`config.mk`:
```
export PLATFORM = sky130hd
export DESIGN_NAME = fetch_ctrl
export DESIGN_NICKNAME = d
export VERILOG_FILES = /design/src/rtl/fetch_ctrl.sv
export SDC_FILE = /design/constraint.sdc
export NUM_CORES = 1
export LEC_CHECK = 0
export BUFFER_PORTS_ARGS = -buffer_cell sky130_fd_sc_hd__buf_2
export CORE_MARGIN = 8
export CORE_UTILIZATION = 39
export CTS_CLUSTER_SIZE = 28
export DETAILED_ROUTE_END_ITERATION = 7
export PLACE_DENSITY_LB_ADDON = 0.12
export SLEW_MARGIN = 20
export SYNTH_ARGS = -nofsm -noshare
export SYNTH_HDL_FRONTEND = slang
export SYNTH_SLANG_ARGS = --single-unit
```
`constraint.sdc`:
```
create_clock -name clk -period 2 [get_ports clk]
set_clock_uncertainty 0.15 [all_clocks]
set_input_delay 0 -clock clk [delete_from_list [all_inputs] [get_ports clk]]
set_output_delay 0 -clock clk [all_outputs]
set_load 0.05 [all_outputs]
```
`src/rtl/fetch_ctrl.sv`:
```
// ---------------------------------------------------------------------------
// fetch_ctrl
//   Fetch-stage hazard controller. It decides whether the fetch stage runs
//   normally, holds (stall), squashes the fetched instruction (issue_nop),
//   or redirects to a branch target (pc_load/jmp_pc). It also keeps two
//   saturating performance counters.
//
// Parameters
//   FLUSH_CYCLES  NOP slots issued after a taken branch (1..7)
//   CNT_W         width of the performance counters
//
// Ports
//   clk            in   rising-edge clock
//   reset          in   synchronous active-high reset
//   load_use       in   load-use hazard detected in decode
//   branch_taken   in   taken branch/jump resolved in execute
//   branch_target  in   redirect target, valid with branch_taken
//   halt_req       in   request to freeze fetch (level)
//   resume         in   leave HALT (level)
//   stall          out  hold fetch PC / replay last instruction
//   issue_nop      out  replace fetched instruction with a NOP
//   pc_load        out  one-cycle redirect pulse
//   jmp_pc         out  redirect target, zero when pc_load is low
//   halted         out  high while in HALT
//   stall_cnt      out  saturating count of stall cycles
//   flush_cnt      out  saturating count of pc_load pulses
// ---------------------------------------------------------------------------
module fetch_ctrl #(
    parameter int FLUSH_CYCLES = 2,
    parameter int CNT_W        = 16
) (
    input  logic             clk,
    input  logic             reset,
    input  logic             load_use,
    input  logic             branch_taken,
    input  logic [31:0]      branch_target,
    input  logic             halt_req,
    input  logic             resume,
    output logic             stall,
    output logic             issue_nop,
    output logic             pc_load,
    output logic [31:0]      jmp_pc,
    output logic             halted,
    output logic [CNT_W-1:0] stall_cnt,
    output logic [CNT_W-1:0] flush_cnt
);

    localparam logic [1:0] ST_RUN   = 2'd0;
    localparam logic [1:0] ST_FLUSH = 2'd1;
    localparam logic [1:0] ST_HALT  = 2'd2;

    localparam logic [2:0] FLUSH_LOAD = 3'(FLUSH_CYCLES);

    logic [1:0]       state_reg,        state_next;
    logic [2:0]       nop_ctr_reg,      nop_ctr_next;
    logic             halt_pending_reg, halt_pending_next;
    logic [CNT_W-1:0] stall_cnt_reg;
    logic [CNT_W-1:0] flush_cnt_reg;

    logic             stall_c;
    logic             issue_nop_c;
    logic             pc_load_c;
    logic [31:0]      jmp_pc_c;
    logic             halted_c;

    // Next-state and output decode. Every output is forced low while reset
    // is high so downstream stages see a quiet fetch during reset.
    always_comb begin
        state_next        = state_reg;
        nop_ctr_next      = nop_ctr_reg;
        halt_pending_next = halt_pending_reg;
        stall_c           = 1'b0;
        issue_nop_c       = 1'b0;
        pc_load_c         = 1'b0;
        jmp_pc_c          = 32'h0;
        halted_c          = 1'b0;

        if (!reset) begin
            case (state_reg)
                ST_RUN: begin
                    // Priority: branch > load-use > halt request.
                    if (branch_taken) begin
                        pc_load_c    = 1'b1;
                        jmp_pc_c     = branch_target;
                        state_next   = ST_FLUSH;
                        nop_ctr_next = FLUSH_LOAD;
                    end else if (load_use) begin
                        stall_c = 1'b1;
                    end else if (halt_req) begin
                        state_next = ST_HALT;
                    end
                end

                ST_FLUSH: begin
                    // load_use is irrelevant here: the slot is already a NOP.
                    issue_nop_c = 1'b1;
                    if (halt_req) begin
                        halt_pending_next = 1'b1;
                    end
                    if (branch_taken) begin
                        // A younger taken branch restarts the flush window.
                        pc_load_c    = 1'b1;
                        jmp_pc_c     = branch_target;
                        nop_ctr_next = FLUSH_LOAD;
                    end else if (nop_ctr_reg == 3'd1) begin
                        // A halt request arriving on the last NOP slot still
                        // counts, so look at the incoming level as well.
                        nop_ctr_next      = 3'd0;
                        halt_pending_next = 1'b0;
                        state_next = (halt_pending_reg || halt_req) ? ST_HALT : ST_RUN;
                    end else begin
                        nop_ctr_next = nop_ctr_reg - 3'd1;
                    end
                end

                ST_HALT: begin
                    stall_c     = 1'b1;
                    issue_nop_c = 1'b1;
                    halted_c    = 1'b1;
                    // resume beats a simultaneous halt_req.
                    if (resume) begin
                        state_next = ST_RUN;
                    end
                end

                default: begin
                    state_next = ST_RUN;
                end
            endcase
        end
    end

    always_ff @(posedge clk) begin
        if (reset) begin
            state_reg        <= ST_RUN;
            nop_ctr_reg      <= 3'd0;
            halt_pending_reg <= 1'b0;
            stall_cnt_reg    <= '0;
            flush_cnt_reg    <= '0;
        end else begin
            state_reg        <= state_next;
            nop_ctr_reg      <= nop_ctr_next;
            halt_pending_reg <= halt_pending_next;
            if (stall_c && (stall_cnt_reg != {CNT_W{1'b1}})) begin
                stall_cnt_reg <= stall_cnt_reg + 1'b1;
            end
            if (pc_load_c && (flush_cnt_reg != {CNT_W{1'b1}})) begin
                flush_cnt_reg <= flush_cnt_reg + 1'b1;
            end
        end
    end

    assign stall     = stall_c;
    assign issue_nop = issue_nop_c;
    assign pc_load   = pc_load_c;
    assign jmp_pc    = jmp_pc_c;
    assign halted    = halted_c;
    assign stall_cnt = stall_cnt_reg;
    assign flush_cnt = flush_cnt_reg;

endmodule

```
=== Yosys cells after proc, flatten, opt, wreduce, memory -nomap -nowiden ===
Cells that the tools add are included.

* Logic and storage cells: 57
* Output and inout bits: 68
* Flip-flop bits (word level): 38

* Multiplexer cells: 29
* Add/sub/neg operators: 3
* Eq/ne operators: 11
* Reductions and logical operators: 9

{| class="wikitable"
|+ Operators by type and width
! cell !! count
|-
| $mux W32 || 3
|-
| $add A16 B1 Y16 const B || 2
|-
| $ne A16 B16 Y1 const B || 2
|-
| $mux W2 || 7
|-
| $mux W1 || 13
|-
| $mux W3 || 3
|-
| $ne A2 B2 Y1 const B || 4
|-
| $ne A3 B3 Y1 const B || 2
|-
| $pmux W2 S3 || 1
|-
| $pmux W3 S2 || 1
|-
| $reduce_and A5 Y1 || 1
|-
| $reduce_or A2 Y1 || 2
|-
| $eq A3 B1 Y1 const B || 1
|-
| $sub A3 B1 Y3 const B || 1
|-
| $eq A2 B1 Y1 const B || 1
|-
| $eq A2 B2 Y1 const B || 1
|-
| $logic_and A1 B1 Y1 || 2
|-
| $logic_not A2 Y1 || 1
|-
| $pmux W1 S2 || 1
|-
| $reduce_and A2 Y1 || 1
|-
| $reduce_bool A2 Y1 || 1
|-
| $logic_or A1 B1 Y1 || 1
|}

=== Logic depth before layout (Yosys ltp) ===
Gate-level depths: netlist of the first run.

* Word-level depth: 5
* Gate-level depth with buffers: 8

=== Worst setup path after synthesis of the first run ===
No wires, ideal clock.

* Path type: reg2reg
* From: register state_reg[0]
* To: register stall_cnt_reg[1] (netlist: stall_cnt[1])
* Slack: -442 ps
* Cell stages (with the launch flop): 9
* Library setup time: 121 ps
* Data arrival time: 2172 ps
* Data required time: 1729 ps
* Buffers on the path: 1
* Cell sequence: dfxtp_1 > inv_1 > ha_1 > o21bai_1 > a21o_1 > buf_6 > clkinv_1 > o21ai_0 > mux2_2

* Longest elaborated chain between the ends: 4
* Elaborated cells between the ends (all ways): 5
* Those cells by class: eq/ne: 1; mux: 2; reduce/logical: 2

{| class="wikitable"
|+ Ends and longest elaborated chain
! item !! RTL line !! RTL
|-
| from (decl) || 54 || <nowiki>logic [1:0] state_reg, state_next;</nowiki>
|-
| from (signal assigned) || 141 || <nowiki>state_reg <= state_next;</nowiki>
|-
| $eq A2 B2 Y1 or $logic_not A2 Y1 (tied branches) || 79 || <nowiki>case (state_reg)</nowiki>
|-
| $pmux W1 S2 * || 79 ||
|-
| $mux W1 * || 78 || <nowiki>if (!reset) begin</nowiki>
|-
| net stall || 39 || <nowiki>output logic stall,</nowiki>
|-
| $logic_and A1 B1 Y1 * || 144 || <nowiki>if (stall_c && (stall_cnt_reg != {CNT_W{1'b1}})) begin</nowiki>
|-
| to (signal assigned) || 145 || <nowiki>stall_cnt_reg <= stall_cnt_reg + 1'b1;</nowiki>
|-
| to (decl) || 57 || <nowiki>logic [CNT_W-1:0] stall_cnt_reg;</nowiki>
|}

Mark *: on every way through the listed nets, which the timed path passes. The rest lies on a longest branch.
A chain may end at the register's enable or synchronous reset.

=== Worst setup path after layout of the first run ===
* From: register state_reg[1]
* To: output jmp_pc[10]

* Longest elaborated chain between the ends: 4
* Elaborated cells between the ends (all ways): 5
* Those cells by class: eq/ne: 1; mux: 2; reduce/logical: 2

{| class="wikitable"
|+ Ends and longest elaborated chain
! item !! RTL line !! RTL
|-
| $eq A2 B1 Y1 or $logic_not A2 Y1 (tied branches) || 79 ||
|-
| $reduce_or A2 Y1 (no line) * || -- ||
|-
| $mux W32 * || -- ||
|-
| $mux W32 * || 78 ||
|-
| to (decl) || 42 || <nowiki>output logic [31:0] jmp_pc,</nowiki>
|}

Every way passes the cells marked *; elsewhere a longest branch is shown, timed or not.

==> results.yml, run 1 <==
clocking:
  root_buffer: "clkbuf_8"
  clk_latency_ns: 0.29
  cts.path.max_buffers: 2
  cts_max_level: 2
  cts_buffers: 5
  clk_transition_reported_paths_ns: 0.07
  clock_sinks: 38
  cts_tree: "yes"
yosys:
  synthFlopType: "dfxtp_1"
  syn_nets: 350
  ys_seq_area_share_pct: 30.4
  synthArstFlopShare_pct: 0
  yosys.area.top_type: "dfxtp_1"
  synth.area.top_cells: "dfxtp_1, and3_1, ha_1, mux2_2, nor2b_1"
  netlist_instances: 302
  syn_avg_cell_area_um2: 8.28
  yosysTopAreaCellShare_pct: 30.4
  synth_edf_count: 0
  synth_warnings: 0
  synth_area_um2: 2500
  ys_ff_latch: 38
  yosysUniqueCellTypes: 54
global_route:
  grt_max_degree: 31
  antenna_found_initial: 0
  track_usage_pct: 17.2
  grt_remaining_overflow: 0
  grt_pass1_vias: 2716
  grt_pass1_wl_mm: 12.9
critical_path:
  cp-start-kind: "flip-flop"
  crit_path_start: "state_reg[1]$_SDFFE_PP0P_"
  reg2reg_to: "flush_cnt[5]$_SDFFE_PP0P_"
  worst-r2r-cell-count: 7
  cp_max_fo: 23
  cp-end-kind: "output pin"
  arrival_ns: 1.81
  worstPathRequired_ns: 1.85
  path_class: "reg2out"
  r2r_setup_slack_ns: 0.06
  r2r-start: "state_reg[1]$_SDFFE_PP0P_"
worst_hold_path:
  min_to: "state_reg[0]$_SDFFE_PP0P_"
  hold_depth: 6
  holdCritPathClass: "in2reg"
  hold_start: "resume"
sta:
  max_freq_mhz: 510
  period_share_pct: 98.1
  fin_ws_ns: 0.0388
  maxSlewViolCount: 0
  rsz0062_at_grt: "true"
  hold_viol: 0
  slew_headroom_pct: 72.6
  worstMarginPinSlew_ns: 0.408
  setup_viol: 0
  min_period_ns: 1.96
detailed_routing:
  drtIter0Drc: 55
  wl_per_cell_um: 15.9
  drt_drc_violations_left: 0
  totalWireLength_mm: 8.19
  vias: 2791
  ant_nets: 0
  dr.pass1.iters: 4
  avgViaCountPerCell: 5.42
placed_design:
  hpwl_mm: 6.05
  portBuffers: 105
  gp_congestion: 0.856
  dp_worst_setup_slack_ns: -0.105
  placed_area_um2: 3400
die:
  core-area_um2: 6280
  die_h_um: 96.1
  rows: 29
  start_util_pct: 39.8
  dieArea_um2: 9230
  ios: 106
  fp.dieW_um: 96.1
finish:
  final_cell_mix: "buf_2, and3_1, buf_4, buf_6, dfxtp_2"
  diodes: 0
  layout_commonest_cell: "buf_2"
  syn_to_final_growth_pct: 55.6
  final_area_um2: 3890
  drive_above_1_share_pct: 50.9
  fin_nets: 486
power_and_ir_drop:
  ir_drop_mv: 0.499
  leakage_uw: 0.00181
  p_per_area_nw_per_um2: 682
flow_run:
  cap_violations: 0
status:
  run_status: "completed"
==> critical path: stages (launching register included) <==
cell     delay, ns
dfxtp_4       0.37
inv_4         0.05
ha_2          0.18
buf_4         0.14
or2_4         0.26
buf_8         0.16
and3_1        0.19
buf_6         0.16
==> per-layer routing <==
metal / GRT usage (%) / vias to the layer above / wire (um)
met5: 0 / - / 0
met4: 5.63 / 0 / 98
met3: 3.67 / 9 / 514
met2: 30.3 / 64 / 4200
met1: 20.0 / 1310 / 3370
li1: - / 1408 / -
==> cells in the mapped netlist, types with 3 or more instances <==
| cell type | n |
|---|---|
| nand4_1 | 7 |
| o21bai_1 | 3 |
| a41oi_1 | 3 |
| nor2_1 | 22 |
| o211ai_1 | 4 |
| a31oi_1 | 5 |
| nor4_1 | 10 |
| nand2b_1 | 4 |
| nor3_1 | 3 |
| a21oi_1 | 8 |
| ha_1 | 10 |
| clkbuf_1 | 9 |
| nor2b_1 | 16 |
| mux2i_1 | 9 |
| and3_1 | 38 |
| dfxtp_1 | 38 |
| mux2_1 | 3 |
| mux2_2 | 9 |
| and4_1 | 5 |
| nand3_1 | 12 |
| inv_1 | 13 |
| a311oi_1 | 5 |
| o21ai_0 | 4 |
| nand2_1 | 18 |
| a211oi_1 | 7 |
==> cell families after synthesis <==
logic type,synth area share [%]
flops,30.4
buf+inv,5.45
simple gates,33.7
mux,9.00
fa+ha+maj,5.00
compound gates,16.4
==> power breakdown <==
| part | switching [uW] | leakage [uW] | internal [uW] |
|---|---|---|---|
| combinational | 786 | 0.00144 | 501 |
| clock | 267 | 0.0000383 | 240 |
| sequential | 50.8 | 0.000327 | 807 |
| total | 1100 | 0.00181 | 1550 |
==> area by class of cell <==
class	count	area [um2]
Fill cell	570	2390
Clock buffer	7	76.3
Inverter	15	63.8
Multi-Input combinational cell	234	1800
Sequential cell	38	830
Tap cell	77	96.3
Timing Repair Buffer	144	1030
==> how the worst max path moves through the flow <==
stage                            endpoint  slack [ns]  cells past startpoint
3_3_place_gp    stall_cnt[1]$_SDFFE_PP0P_       -0.05                      7
5_1_grt                        jmp_pc[10]       -0.03                      7
3_5_place_dp    stall_cnt[1]$_SDFFE_PP0P_       -0.11                      7
6_report                       jmp_pc[10]        0.04                      7
4_1_cts        stall_cnt[11]$_SDFFE_PP0P_      -0.008                      6
2_1_floorplan   flush_cnt[5]$_SDFFE_PP0P_       0.009                      4
==> through the flow <==
step	utilization [%]	hold WS (ns)	power (uW)	cells	setup TNS, ns
final	62.0	0.113	2650	515	0
after global routing	62.0	0.156	2810	515	-0.211
after CTS	57.8	0.103	2570	513	-0.0107
after detailed placement	54.2	0.198	1980	502	-0.492
after global placement	54.2	0.202	1960	502	-0.140
after floorplan	-	0.00188	1640	302	0
==> repair_timing <==
action	in CTS	in global routing
gates cloned	1	0
hold buffers	3	0
setup endpoints to repair	52	52
setup buffers	0	2
gates resized for setup	39	59
pin swaps	0	7
endpoints found under the hold margin	5	0
Note: power is estimated with default switching activity, not from simulation.
==> run 2: changes to the inputs <==
--- a/config.mk
+++ b/config.mk
@@ -11,6 +11,7 @@
 export CTS_CLUSTER_SIZE = 28
 export DETAILED_ROUTE_END_ITERATION = 7
 export PLACE_DENSITY_LB_ADDON = 0.12
+export SETUP_SLACK_MARGIN = 0.05
 export SLEW_MARGIN = 20
 export SYNTH_ARGS = -nofsm -noshare
 export SYNTH_HDL_FRONTEND = slang
==> constraint.sdc (replaced) <==
create_clock -name clk -period 2 [get_ports clk]
set_clock_uncertainty 0.15 [all_clocks]
set_input_delay 0.4 -clock clk [delete_from_list [all_inputs] [get_ports clk]]
set_output_delay 0.4 -clock clk [all_outputs]
set_load 0.05 [all_outputs]
==> results.yml, run 2 (synthesis results as in run 1) <==
clocking:
  clk_transition_reported_paths_ns: 0.08
  cts_buffers: 5
  root_buffer: "clkbuf_8"
  clk_latency_ns: 0.29
  clock_sinks: 38
  cts_tree: "yes"
  cts.path.max_buffers: 2
  hold_buffers: 0
  cts_max_level: 2
detailed_routing:
  ant_nets: 0
  drt_drc_violations_left: 0
  vias: 2881
  drtIter0Drc: 99
  avgViaCountPerCell: 5.50
  wl_per_cell_um: 17.5
  dr.pass1.iters: 4
  totalWireLength_mm: 9.17
finish:
  final_cells: 524
  final_cell_mix: "buf_2, buf_4, and3_4, dfxtp_2, buf_8"
  drive_above_1_share_pct: 62.2
  final_core_util_pct: 71.0
  final_area_um2: 4450
  diodes: 0
  layout_commonest_cell: "buf_2"
  fin_nets: 494
  nFillCells: 459
  syn_to_final_growth_pct: 78.1
critical_path:
  cp_max_fo: 8
  r2r_setup_slack_ns: -0.18
  reg2reg_to: "stall_cnt[11]$_SDFFE_PP0P_"
  cp-end-kind: "output pin"
  worstPathRequired_ns: 1.45
  arrival_ns: 1.72
  r2r-start: "state_reg[0]$_SDFFE_PP0P_"
  path_class: "reg2out"
  worst-r2r-cell-count: 9
  cp-start-kind: "flip-flop"
flow_run:
  cap_violations: 0
sta:
  period_share_pct: 113
  min_period_ns: 2.27
  setup_viol: 37
  worstMarginPinSlew_ns: 0.478
  maxSlewViolCount: 0
  tns_ns: -8.40
  rsz0062_at_grt: "true"
  max_freq_mhz: 441
  hold_viol: 0
  fin_ws_ns: -0.268
  slew_headroom_pct: 68.0
placed_design:
  portBuffers: 105
  dp_worst_setup_slack_ns: -0.0971
  dp_cells: 500
  gp_congestion: 0.812
  hpwl_mm: 6.12
  placed_area_um2: 3600
global_route:
  busiest_layer: "met2"
  grt_pass1_wl_mm: 13.6
  antenna_found_initial: 0
  track_usage_pct: 18.1
  grt_pass1_vias: 2806
  met2_usage_pct: 32.0
  met3_usage_pct: 3.98
  grt_remaining_overflow: 0
  met1_usage_pct: 21.4
  grt_max_degree: 38
die:
  ios: 106
  rows: 29
  dieArea_um2: 9230
  fp.dieW_um: 96.1
  die_h_um: 96.1
  start_util_pct: 39.8
  core-area_um2: 6280
status:
  violations: "setup timing"
  run_status: "finished with violations"
power_and_ir_drop:
  p_per_area_nw_per_um2: 727
  leakage_uw: 0.00191
  ir_drop_mv: 0.704
worst_hold_path:
  hold_start: "flush_cnt[4]$_SDFFE_PP0P_"
  holdCritPathClass: "reg2reg"
  hold_depth: 1
  min_to: "flush_cnt[4]$_SDFFE_PP0P_"
==> run 2: how the worst max path moves through the flow <==
stage                         startpoint                        end  cells after the start
6_report       state_reg[0]$_SDFFE_PP0P_                  jmp_pc[8]                      6
4_1_cts        state_reg[1]$_SDFFE_PP0P_                  jmp_pc[2]                      6
3_5_place_dp   state_reg[1]$_SDFFE_PP0P_  stall_cnt[9]$_SDFFE_PP0P_                      6
2_1_floorplan  state_reg[0]$_SDFFE_PP0P_  stall_cnt[9]$_SDFFE_PP0P_                      7
5_1_grt        state_reg[0]$_SDFFE_PP0P_                      stall                      8
3_3_place_gp                branch_taken  state_reg[1]$_SDFFE_PP0P_                      7
==> run 2: layer usage <==
metal	wire [um]	share of wire, %	up-vias
met5	0	0	-
met4	91	0.99	0
met3	840	9.2	8
met2	4320	47	111
met1	3920	43	1341
li1	-	-	1421
==> run 2: critical path, stage by stage, from the launching register on <==
cell	delay, ns
dfxtp_2	0.35
buf_6	0.12
ha_4	0.15
or2_4	0.33
clkbuf_16	0.19
and3_4	0.15
buf_8	0.14
==> run 2: power breakdown <==
part           internal [uW]  switching, uW  leakage (uW)
clock network            242            292     0.0000450
logic                    897            952       0.00154
registers                803           52.1      0.000327
==> run 2: timing repair <==
action	4_1_cts	5_1_grt
endpoints found under the setup margin	47	54
resized for setup	111	36
pin swaps	9	13
setup buffers	6	7
cloned	2	2
==> run 2: cell type report <==
class,count,area [um2],area share (%)
multi-input cells,233,2040,45.8
repair buffers,153,1330,29.8
well taps,77,96.3,2.16
clock buffers,6,72.6,1.63
flip-flops and latches,38,835,18.7
inverters,15,73.8,1.66
clock inverters,2,10.0,0.225
==> run 2: per-stage QoR <==
stage	power (uW)	hold WS (ns)
after floorplan	1740	0.319
after detailed placement	2090	0.286
final	3240	0.302
after global placement	2060	0.283
after global routing	3400	0.316
after CTS	3020	0.305
